==> src/rtl/ctech_lib_sync_filter.sv <==
// ctech_lib_sync_filter
// Synchronizes an asynchronous level onto clk, qualifies it with a
// consecutive-sample glitch filter and drives the filtered level plus
// one-cycle rise/fall pulses. All outputs come straight from flops.

module ctech_lib_sync_filter #(
  parameter int unsigned SYNC_STAGES = 2,
  parameter int unsigned FILT_CYCLES = 4,
  parameter logic        RST_VAL     = 1'b0
) (
  input  logic clk,
  input  logic rst,
  input  logic a,
  input  logic en,
  output logic o,
  output logic rise,
  output logic fall,
  output logic busy
);

  localparam int unsigned CW = $clog2(FILT_CYCLES + 1);
  localparam logic [CW-1:0] CNT_LAST = CW'(FILT_CYCLES - 1);
  localparam logic [CW-1:0] CNT_ONE  = CW'(1);

  if (SYNC_STAGES < 2 || SYNC_STAGES > 4) begin : g_bad_sync_stages
    $error("ctech_lib_sync_filter: SYNC_STAGES must be in 2..4");
  end
  if (FILT_CYCLES < 1 || FILT_CYCLES > 255) begin : g_bad_filt_cycles
    $error("ctech_lib_sync_filter: FILT_CYCLES must be in 1..255");
  end

  typedef enum logic {
    IDLE,
    QUAL
  } state_t;

  logic [SYNC_STAGES-1:0] sync_q;
  logic [SYNC_STAGES-1:0] sync_d;
  logic                   s;

  state_t        state_q;
  logic [CW-1:0] cnt_q;
  logic          o_q;
  logic          rise_q;
  logic          fall_q;
  logic          busy_q;

  // Next value of the synchronizer chain: shift the raw input in at stage 0.
  always_comb begin
    sync_d = {sync_q[SYNC_STAGES-2:0], a};
  end

  assign s = sync_q[SYNC_STAGES-1];

  // Synchronizer chain; runs independently of the enable.
  always_ff @(posedge clk) begin
    if (rst) begin
      sync_q <= {SYNC_STAGES{RST_VAL}};
    end else begin
      sync_q <= sync_d;
    end
  end

  // Qualifier FSM with registered level, edge pulses and busy flag.
  always_ff @(posedge clk) begin
    if (rst) begin
      state_q <= IDLE;
      cnt_q   <= '0;
      o_q     <= RST_VAL;
      rise_q  <= 1'b0;
      fall_q  <= 1'b0;
      busy_q  <= 1'b0;
    end else begin
      rise_q <= 1'b0;
      fall_q <= 1'b0;
      if (!en) begin
        // Enable is evaluated ahead of any qualification outcome, so a
        // drop on the completing cycle suppresses the update.
        state_q <= IDLE;
        cnt_q   <= '0;
        busy_q  <= 1'b0;
      end else begin
        case (state_q)
          IDLE: begin
            cnt_q <= '0;
            if (s != o_q) begin
              if (FILT_CYCLES == 1) begin
                o_q    <= s;
                rise_q <= s;
                fall_q <= ~s;
                busy_q <= 1'b0;
              end else begin
                state_q <= QUAL;
                cnt_q   <= CNT_ONE;
                busy_q  <= 1'b1;
              end
            end else begin
              busy_q <= 1'b0;
            end
          end
          QUAL: begin
            if (s == o_q) begin
              state_q <= IDLE;
              cnt_q   <= '0;
              busy_q  <= 1'b0;
            end else if (cnt_q == CNT_LAST) begin
              o_q     <= s;
              rise_q  <= s;
              fall_q  <= ~s;
              state_q <= IDLE;
              cnt_q   <= '0;
              busy_q  <= 1'b0;
            end else begin
              cnt_q  <= cnt_q + CNT_ONE;
              busy_q <= 1'b1;
            end
          end
          default: begin
            state_q <= IDLE;
            cnt_q   <= '0;
            busy_q  <= 1'b0;
          end
        endcase
      end
    end
  end

  assign o    = o_q;
  assign rise = rise_q;
  assign fall = fall_q;
  assign busy = busy_q;

endmodule
==> config.mk <==
export PLATFORM = sky130hd
export DESIGN_NAME = ctech_lib_sync_filter
export DESIGN_NICKNAME = d
export VERILOG_FILES = /design/src/rtl/ctech_lib_sync_filter.sv
export SDC_FILE = /design/constraint.sdc
export NUM_CORES = 1
export LEC_CHECK = 0
export ABC_CLOCK_PERIOD_IN_PS = 1610
export CAP_MARGIN = 10
export CORE_AREA = 2 2 39 41
export DETAILED_ROUTE_END_ITERATION = 6
export DIE_AREA = 0 0 41 43
export HOLD_SLACK_MARGIN = 0.06
export PLACE_DENSITY = 0.53
export RECOVER_POWER = 50
export SYNTH_ARGS = -nofsm -noshare
export SYNTH_HDL_FRONTEND = slang
export SYNTH_SLANG_ARGS = --single-unit
==> constraint.sdc <==
create_clock -name clk -period 1.61 [get_ports clk]
set_input_delay 0.161 -clock clk [delete_from_list [all_inputs] [get_ports clk]]
set_output_delay 0.161 -clock clk [all_outputs]
set_load 0.02 [all_outputs]
# After elaboration in Yosys (flattened, before gate mapping)

Cells that the tools add are included.

Memories kept: 0
Memory bits (read-only): 0
RAM bits: 0
Output and inout bits: 4
Input bits: 4
Bits in latches: 0
Register bits after elaboration: 9

Multiplexer cells: 8
Add/sub/neg operators: 1
Shift-type cells: 0
Divide/modulo/power cells: 0
$lt $le $gt $ge: 0
$mul: 0
Bitwise operators: 5
Equality and inequality tests: 3
Reductions and logical operators: 3

Operators by type and width:

| kind                                                             | count |
|---|---|
| 3-bit 2-to-1 mux                                                 | 2 |
| 3-bit case mux with 2 select lines                               | 1 |
| 1-bit inverter                                                   | 5 |
| 5-bit OR reduction                                               | 1 |
| 1-bit 2-to-1 mux                                                 | 4 |
| 4-bit AND reduction                                              | 1 |
| 3-bit by 1-bit adder with 3-bit output (second input constant)   | 1 |
| 3-bit by 2-bit == test with 1-bit output (second input constant) | 1 |
| 1-bit case mux with 2 select lines                               | 1 |
| 2-bit OR reduction                                               | 1 |
| 1-bit == test                                                    | 1 |
| 1-bit != test                                                    | 1 |

# Longest topological paths before layout

Word-level depth: 4
Gate-level depth with buffers: 4
Gate-level depth less buffers: 4

# Worst setup path after synthesis

Ideal clock, no wire load.

Path type: flip-flop to flip-flop
From: register cnt_q[0]
To: register cnt_q[1]
Arrival time: 982 ps
Data required time: 1518 ps
Path buffers: 0
Stages on the path, launching flop included: 5
Setup slack: 536 ps
Cell sequence: dfxtp_1 > ha_1 > ha_1 > nand2b_1 > nor4_1

Word-level cells in the longest chain between the ends: 4
Elaborated cells on any way between the ends: 5
Classes of those cells: 1 x add/sub; 1 x eq/ne; 3 x mux

RTL lines:

| what                                                                                               | RTL line | source |
|---|---|---|
| start: declaration                                                                                 | 42       | `logic [CW-1:0] cnt_q;` |
| start signal: assignment                                                                           | 114      | `cnt_q <= cnt_q + CNT_ONE;` |
| 3-bit by 1-bit adder with 3-bit output or 3-bit by 2-bit == test with 1-bit output (tied branches) | 114, 106 |  |
| 3-bit 2-to-1 mux (*)                                                                               | 106      | `end else if (cnt_q == CNT_LAST) begin` |
| 3-bit 2-to-1 mux (*)                                                                               | 102      | `if (s == o_q) begin` |
| 3-bit case mux with 2 select lines (*)                                                             | 83       | `case (state_q)` |

Every way passes the cells marked *; elsewhere a longest branch is shown, timed or not.
A chain may end at the register's enable or synchronous reset.

# Worst setup path in the final report

From: register busy_q, in the netlist busy
To: output port busy

RTL lines:

| what                     | RTL line | source |
|---|---|---|
| start: declaration       | 46       | `logic busy_q;` |
| start signal: assignment | 72       | `busy_q <= 1'b0;` |
| start signal: assignment | 81       | `busy_q <= 1'b0;` |
| start signal: assignment | 91       | `busy_q <= 1'b0;` |
| end: declaration         | 18       | `output logic busy` |

No word-level cell between the ends.

==> impl_summary.log <==
INFO  metric cell_accounting_for_the_most_synthesized_area = sky130_fd_sc_hd__dfxtp_1
INFO  metric placementRows = 14
INFO  metric final.period_utilization = around 90%
INFO  metric clock_slew_seen_by_the_registers_of_the_worst_setup_and_hold_paths = 0.05 ns
INFO  metric synthMostInstantiatedCell = sky130_fd_sc_hd__dfxtp_1
INFO  metric rsz0062_at_grt = false
INFO  metric sequential_cell_area = roughly 180 um2
INFO  metric grt_util_all_layers = 8.459%
INFO  metric timing.reg2reg.worst_path_depth = 4
INFO  metric pin_count_of_the_biggest_net_entering_global_routing = 7
INFO  metric clock_sink_count = 9
INFO  metric routed_wire_length_per_instance = 9.414 um
INFO  metric cp_top_family = buffers and inverters
INFO  metric synth_top_flop_cell = sky130_fd_sc_hd__dfxtp_1
INFO  metric yosys_warnings = 0
INFO  metric synthCells = 31
INFO  metric clock_latency = around 0.26 ns
INFO  metric worst_r2r_src = cnt_q[0]
INFO  metric report.power.total = roughly 0.41 mW
INFO  metric fill_cells = ~150
INFO  metric crit_type = reg -> out
INFO  metric post_synth_most_frequent_cells = sky130_fd_sc_hd__dfxtp_1, sky130_fd_sc_hd__nand2b_1, sky130_fd_sc_hd__nor4_1
INFO  metric hold_viol_final = 0
INFO  metric startpoint_type = flip-flop
INFO  metric antenna_found_initial = 0
INFO  metric core_region_area = 1384 um2
INFO  metric n_antenna_cell = 0
INFO  metric synth_fp_nets = 37
INFO  metric worstReg2RegEnd = cnt_q[1]
INFO  metric clock_tree_from_tritoncts = yes
INFO  metric crit_path_max_fanout = 6
INFO  metric setup_viol = 0
INFO  metric area_of_the_multi_input_gates = between 100 and 150 um2
INFO  metric synth.lib_cells_used.distinct = 14
INFO  metric power_density = about 930 nW/um2
INFO  metric place.detailed.hpwl = 395.7 um
INFO  metric worst_setup_path_end_kind = primary output
INFO  metric area_of_the_mapped_netlist = around 330 um2
INFO  metric avgSynthCellArea = ~11 um2
INFO  metric worst_ep_arrival_time = around 1.3 ns
INFO  metric setup.reg_to_reg.worst_slack = about 0.41 ns
INFO  metric vias_after_detailed_routing = around 240
INFO  metric cts_root_buf = sky130_fd_sc_hd__clkbuf_4
INFO  metric period_needed = between 1 and 1.5 ns
INFO  metric first_global_vias = roughly 230
INFO  metric place.port_buffers = 7
INFO  metric fin_setup_tns = 0 ns
INFO  metric cts.hold.buffers_added = 0
INFO  metric timing.critical_path.slowest_cell_delay = ~0.64 ns
INFO  metric final_critical_path_setup_slack = roughly 0.13 ns
INFO  metric layout-drive-gt1-share = 7.143%
INFO  metric synth_seq_cells = 9
INFO  metric finish.cell_count_without_fillers = between 50 and 60
INFO  metric endpoint = busy
INFO  metric grt_pass1_wl = about 920 um
INFO  metric crit_cells = 1
INFO  metric setup.worst_path.start = busy
INFO  metric fmax = between 0.6 and 0.7 GHz
INFO  metric critical_path.n_buffers_inverters = 1
INFO  metric cts_post_setup_buffers_inserted = 0
INFO  metric timing_worst_slew_pin_value = between 0.4 and 0.5 ns
INFO  metric yosysTopAreaCellShare = a little over half
INFO  metric outcome = completed
INFO  metric area_growth = 35.50%
INFO  metric cpMaxStageDelayCell = sky130_fd_sc_hd__clkdlybuf4s50_1
INFO  metric wirelength = 546 um
INFO  metric global_route_congestion_overflow_total = 0
INFO  metric ys_async_sr_fraction = 0%
INFO  metric irDropWorstVdd = approximately 0.36 mV
INFO  metric slew-limit-headroom = 68.63%
INFO  metric crit_required = roughly 1.5 ns
INFO  metric drt_first_iter_violations = 0
INFO  metric routed_via_density = between 4 and 5
INFO  metric routabilityCongestion = slightly above 0.7
INFO  metric ys_top_cells_by_area = sky130_fd_sc_hd__dfxtp_1, sky130_fd_sc_hd__ha_1, sky130_fd_sc_hd__nand2b_1
INFO  metric power_leakage = 0.1577 nW
INFO  metric die_area = about 1800 um2
INFO  metric fp.dieW = approximately 40 um
INFO  metric design.portCount = 8
INFO  metric clockBufferDepth = 2
INFO  metric yosysSeqAreaShare = a little over half
INFO  metric h-tree-depth = 1
INFO  metric dp.cells = 54
INFO  metric floorplan.die.height = 43 um
INFO  metric timing.final.max_slew_violations = 0
INFO  metric tritoncts.num_buffers = 3
INFO  metric first_pass_iters = 1
INFO  metric hp-class = reg -> reg
INFO  metric timing.critical_path.cells = clkdlybuf4s50_1
INFO  metric postCtsResizedCells = 0
INFO  metric place_worst_setup_slack = approximately 0.34 ns
INFO  metric start_util = roughly a quarter
INFO  metric route.antenna.remaining_nets = 0
INFO  metric finalNetCount = roughly 50
INFO  metric finClkSkew = approximately 0.005 ns
INFO  metric cap_viol_max_count = 0
INFO  metric remaining_drc_errors = 0
INFO  metric synth-edff-count = 0
logic make-up (layout without fill, tap and decap cells):
logic type      count (synthesis)  count (layout)  synth area share, %
simple gates                   15              15                27.10
xor+xnor                        1               1                2.672
flops                           9               9                54.96
mux                             1               1                3.054
fa+ha+maj                       2               2                7.632
buf+inv                         2              13                2.291
compound gates                  1               1                2.291
cells in the final DEF (no fill, tap or decap):
cell type                         synthesis  routed
sky130_fd_sc_hd__clkbuf_1                 0       1
sky130_fd_sc_hd__clkbuf_4                 0       3
sky130_fd_sc_hd__clkdlybuf4s50_1          0       6
sky130_fd_sc_hd__dfxtp_1                  9       9
sky130_fd_sc_hd__dlygate4sd3_1            0       1
sky130_fd_sc_hd__ha_1                     2       2
sky130_fd_sc_hd__inv_1                    2       2
sky130_fd_sc_hd__mux2i_1                  1       1
sky130_fd_sc_hd__nand2_1                  1       1
sky130_fd_sc_hd__nand2b_1                 3       3
sky130_fd_sc_hd__nand3_1                  2       2
sky130_fd_sc_hd__nor2b_1                  2       2
sky130_fd_sc_hd__nor3_1                   2       2
sky130_fd_sc_hd__nor3b_1                  1       1
sky130_fd_sc_hd__nor4_1                   3       3
sky130_fd_sc_hd__o21a_1                   1       1
sky130_fd_sc_hd__or2b_1                   1       1
sky130_fd_sc_hd__xnor2_1                  1       1
registers in the layout, summed over array words and instances (netlist names):
signal,count
rise,1
busy,1
sync_q,2
o,1
cnt_q,3
fall,1
power breakdown:
group / switching (mW) / internal, mW
combinational: 0.00754 / 0.0104
clock: 0.0730 / 0.0951
sequential: 0.00227 / 0.226
total: 0.0828 / 0.331
routing by layer:
layer  up-vias  share of wire [%]  GRT usage (%)
met2         8                 46          10.63
met5         -                  0              0
met1       104                 47          9.416
li1        130                  -              -
met4         0                  0          6.000
met3         0                7.3          6.283
area by class of cell:
type	count	share of cell area (%)
multi-input cells	20	31.55
repair buffers	7	15.77
flip-flops and latches	9	40.56
clock buffers	4	5.915
well taps	16	4.507
inverters	2	1.690
worst min path at each step:
| stage | from | to | cells after the start |
|---|---|---|---|
| after floorplan | rst | sync_q[0] | 1 |
| after global placement | sync_q[0] | sync_q[1] | 1 |
| after detailed placement | sync_q[0] | sync_q[1] | 1 |
| after CTS | a | sync_q[0] | 2 |
| after global routing | sync_q[0] | sync_q[1] | 1 |
| final | sync_q[0] | sync_q[1] | 1 |
through the flow:
stage	hold slack, ns	instance area [um2]	utilization (%)
after floorplan	0.2326	327.8	-
after global placement	0.4486	417.9	30.20
after detailed placement	0.4340	417.9	30.20
after CTS	0.4528	444.2	32.10
after global routing	0.4639	444.2	32.10
final	0.4489	444.2	32.10
No activity file was read; power rests on OpenSTA's default activity.
==> edit 1, RTL diff (config.mk and constraints unchanged) <==
The parameter `RST_VAL` goes from 1'b0 to 1'b1.
--- a/src/rtl/ctech_lib_sync_filter.sv
+++ b/src/rtl/ctech_lib_sync_filter.sv
@@ -7,5 +7,5 @@
   parameter int unsigned SYNC_STAGES = 2,
   parameter int unsigned FILT_CYCLES = 4,
-  parameter logic        RST_VAL     = 1'b0
+  parameter logic        RST_VAL     = 1'b1
 ) (
   input  logic clk,
Formal check against the unedited RTL: not equivalent (a bounded check fails within 4 cycles, from zero or initial values and one cycle with rst high).
==> edit 1 against the unedited design <==
  * Global-route usage grew 0.39 points
  * Routed wire length shrank 4.6%
  * Clock skew shrank 2.9 ps
  * Combinational power shrank 4%
  * Setup slack gained 39 ps
  * Synthesized area grew 0.76%
  * Sequential cell count is the same
  * Final area shrank 1.7%
  * Total power shrank 0.34%
  * Core utilization shrank 0.54 points
  * Highest routed layer unchanged
==> edit 1: results (changes against the unedited design) <==
status:
  status: "complete, no violations"  # unchanged
route:
  drt_iter0_markers: 7  # was 0
  vias_per_cell: 4.291  # was 4.172
  wl_per_cell_um: 9.473  # was 9.414 um
  dr.pass1.iters: 3  # was 1
power_and_ir_drop:
  p_leak_uw: 0.0001628  # was 0.0001577 uW
  ir_drop_v: 0.0005936  # was 0.0003563 V
final_layout:
  post_route_cells_drive_above_1_share_pct: 12.82  # was 7.143%
  nets: 46  # was 49
synthesis:
  netlist-cell-type-count: 15  # was 14
  synthTopCellsByCount: "dfxtp_1 (9), nor4b_1 (3)"  # was dfxtp_1 (9), nand2b_1 (3), nor4_1 (3)
  synth_nets: 35  # was 37
  ys_seq_area_share_pct: 54.55  # was 54.96%
worst_setup_path:
  cp_max_fo: 5  # was 6
  timing.rr.end: "rise$_SDFF_PP0_"  # was cnt_q[1]$_SDFF_PP0_
  cp.arrival_ps: 1280  # was 1320 ps
  slowest_delay_ps: 630
  crit_start: "o$_SDFFE_PP1P_"  # was busy$_SDFF_PP0_
  rrSetupSlack_ps: 380  # was 410 ps
placement:
  hpwl_um: 368.1  # was 395.7 um
  place_area_sq_um: 416.7  # was 417.9 sq um
  finalWeightedCongestion: 0.6276  # was 0.7172
grt:
  grt_use_met1_pct: 9.061  # was 9.416%
  use_met2_pct: 10.94  # was 10.63%
  grt_pass1_wl_um: 966  # was 924 um
  grt_pass1_vias: 236  # was 227
  grt_util_met3_pct: 8.377  # was 6.283%
  grtUsageTotal_pct: 8.853  # was 8.459%
min_path:
  worstHoldStart: "sync_q[0]$_SDFF_PP1_"  # was sync_q[0]$_SDFF_PP0_
  holdPathEnd: "sync_q[1]$_SDFF_PP1_"  # was sync_q[1]$_SDFF_PP0_
timing:
  skew_ps: 2.101  # was 4.977 ps
  tightest_slew_ps: 361.9  # was 467.2 ps
  whs_ps: 403.5  # was 448.9 ps
==> edit 1: how the worst max path moves through the flow <==
stage	to	slack, ps	cells after the start
after CTS	busy	140	1
after global placement	fall$_SDFF_PP0_	350	4
final	o	170	1
after detailed placement	rise$_SDFF_PP0_	350	4
after floorplan	cnt_q[1]$_SDFF_PP0_	480	4
after global routing	o	100	1
==> edit 1: logic make-up (layout without fill, tap and decap cells) <==
| family | after synthesis | after routing | synth area share, % |
|---|---|---|---|
| AO/OA/AOI/OAI | 2 | 2 | 6.058 |
| XOR/XNOR | 1 | 1 | 2.652 |
| flip-flops | 9 | 9 | 54.54 |
| adder cells (fa/ha/maj) | 2 | 2 | 7.575 |
| multiplexers | 1 | 1 | 3.030 |
| AND/OR/NAND/NOR | 11 | 11 | 22.73 |
| buffers and inverters | 3 | 13 | 3.409 |
==> edit 1: final cells by class <==
type | instances | area, sq um
clock buffer | 4 | 26.28
multi-input combinational | 17 | 132.6
fill | 139 | 947.2
sequential | 9 | 180.2
timing repair buffer | 7 | 70.07
tap | 16 | 20.02
inverter | 2 | 7.507
==> edit 1: through the flow <==
step                setup WS (ps)  instances  util, %  power, uW
detailed placement          347.2         51    30.11      251.7
floorplan                   478.4         29        -      242.1
CTS                         141.1         55    32.01      423.4
global placement            350.8         51    30.11      251.4
finish                      167.5         55    31.56      412.8
global route                97.18         55    31.56      438.3
==> edit 1: report_power, final <==
part / internal (uW) / switching, uW / total, uW
Combinational: 10.3 / 6.98 / 17.3
Sequential: 226 / 2.07 / 228
Clock: 95.1 / 72.5 / 168
==> edit 1: per-layer routing <==
layer	share of wire (%)	vias to the layer above
li1	-	122
met1	49	104
met2	40	10
met3	10	0
met4	0	0
met5	0	-
==> edit 2, RTL diff (config.mk and constraints unchanged) <==
Without the edit above. Add an input register stage for `a` and `en`, with the module's reset; this delays them by one clock.
--- a/src/rtl/ctech_lib_sync_filter.sv
+++ b/src/rtl/ctech_lib_sync_filter.sv
@@ -22,4 +22,17 @@
   localparam logic [CW-1:0] CNT_LAST = CW'(FILT_CYCLES - 1);
   localparam logic [CW-1:0] CNT_ONE  = CW'(1);
+
+  logic a_q;
+  logic en_q;
+
+  always_ff @(posedge clk) begin
+    if (rst) begin
+      a_q  <= '0;
+      en_q <= '0;
+    end else begin
+      a_q  <= a;
+      en_q <= en;
+    end
+  end
 
   if (SYNC_STAGES < 2 || SYNC_STAGES > 4) begin : g_bad_sync_stages
@@ -48,5 +61,5 @@
   // Next value of the synchronizer chain: shift the raw input in at stage 0.
   always_comb begin
-    sync_d = {sync_q[SYNC_STAGES-2:0], a};
+    sync_d = {sync_q[SYNC_STAGES-2:0], a_q};
   end
 
@@ -74,5 +87,5 @@
       rise_q <= 1'b0;
       fall_q <= 1'b0;
-      if (!en) begin
+      if (!en_q) begin
         // Enable is evaluated ahead of any qualification outcome, so a
         // drop on the completing cycle suppresses the update.
Formal check against the unedited RTL: not equivalent (Yosys sat finds a counterexample within 4 cycles, from zero or initial values and one cycle with rst high).
==> edit 2 against the unedited design <==
  * Sequential cell count is 2 higher
  * Final area up 14%
  * Total power rose by 17%
  * Worst hold slack worse by 14 ps
  * Maximum frequency is 0.57% lower
  * Routed wire length grew 9.0%
  * Synthesized area is 21% higher
  * Setup slack got worse by 8.5 ps
  * Count of clock-buffer cells in the layout is the same
  * Highest routed layer is now met4
==> edit 2: results (changes against the unedited design) <==
status:
  status: "complete, no violations"  # unchanged
timing:
  min_period_ps: 1490  # was 1482 ps
  tightest_slew_ps: 382.4  # was 467.2 ps
  skew_ps: 2.386  # was 4.977 ps
grt:
  grt_pass1_vias: 230  # was 227
  grt_max_degree: 8  # was 7
  grtUsageTotal_pct: 10.00  # was 8.459%
  grt_pass1_wl_mm: 1.028  # was 924 um
synthesis:
  synthTopCellsByArea: "dfxtp_1 (56%), ha_1 (6.3%), nor2b_1 (6.3%)"  # was dfxtp_1 (55%), ha_1 (7.6%), nand2b_1 (5.7%)
  ys_seq_area_share_pct: 55.70  # was 54.96%
  synthTopCellsByCount: "dfxtp_1 (11), nor2b_1 (4)"  # was dfxtp_1 (9), nand2b_1 (3), nor4_1 (3)
  synth_nets: 40  # was 37
  netlist-cell-type-count: 16  # was 14
placement:
  dp_slack_ps: 263.4  # was 339.5 ps
  finalWeightedCongestion: 0.6740  # was 0.7172
  hpwl_um: 449.2  # was 395.7 um
final_layout:
  nets: 52  # was 49
  fillCellCount: 146  # was 154
  post_route_cells_drive_above_1_share_pct: 8.889  # was 7.143%
route:
  dr.pass1.iters: 4  # was 1
  vias_per_cell: 4.557  # was 4.172
worst_setup_path:
  critPathSlowestCell: "clkdlybuf4s50_1"  # unchanged
  timing.rr.end: "cnt_q[0]$_SDFF_PP0_"  # was cnt_q[1]$_SDFF_PP0_
power_and_ir_drop:
  p_leak_uw: 0.0001781  # was 0.0001577 uW
  ir_drop_v: 0.0004706  # was 0.0003563 V
cts:
  clk_latency_ps: 270
  clk_pin_slew_ps: 70  # was 50 ps
min_path:
  worst_hold_path_type: "in -> reg"  # was reg -> reg
## edit 2: worst min-delay path by stage
stage	from	to	slack [ps]	cells past startpoint
after floorplan	rst	a_q$_SDFF_PP0_	230	1
after global placement	sync_q[0]$_SDFF_PP0_	sync_q[1]$_SDFF_PP0_	420	1
after detailed placement	sync_q[0]$_SDFF_PP0_	sync_q[1]$_SDFF_PP0_	430	1
after CTS	en	en_q$_SDFF_PP0_	430	2
after global routing	en	en_q$_SDFF_PP0_	420	2
final	en	en_q$_SDFF_PP0_	430	2
## edit 2: power by group
part	switching (uW)	leakage, uW	internal, uW
registers	2.11	0.0000894	276
logic	6.43	0.0000738	9.95
clock network	93.5	0.0000150	96.0
total	102	0.000178	382
## edit 2: metal layers
layer  track usage, %  share of wire, %  vias to the layer above
met5                0                 0                        -
met4            10.00               2.0                        0
met3            7.853               5.7                        2
met2            10.63                50                        8
met1            11.48                42                      127
li1                 -                 -                      141
## edit 2: final cells by class
class                           count  area (sq um)  area share, %
Tap cell                           16         20.02          3.960
Timing Repair Buffer                7         70.07          13.86
Sequential cell                    11         220.2          43.56
Clock buffer                        4         26.28          5.198
Multi-Input combinational cell     21         161.4          31.93
Inverter                            2         7.507          1.485
## edit 2: cell families after synthesis
logic type	Yosys count	share of synthesized area, %
AND/OR/NAND/NOR	16	27.53
flip-flops	11	55.70
buffers and inverters	2	1.899
adder cells (fa/ha/maj)	2	6.328
AO/OA/AOI/OAI	1	3.796
XOR/XNOR	1	2.216
multiplexers	1	2.532
## edit 2: metrics by stage
step	instances	power (uW)	utilization [%]	cell area [sq um]
final	61	484.5	36.53	505.5
after global routing	61	516.4	36.53	505.5
after CTS	61	493.3	36.98	511.7
after detailed placement	57	302.3	35.08	485.5
after global placement	57	301.8	35.08	485.5
after floorplan	34	291.8	-	395.4
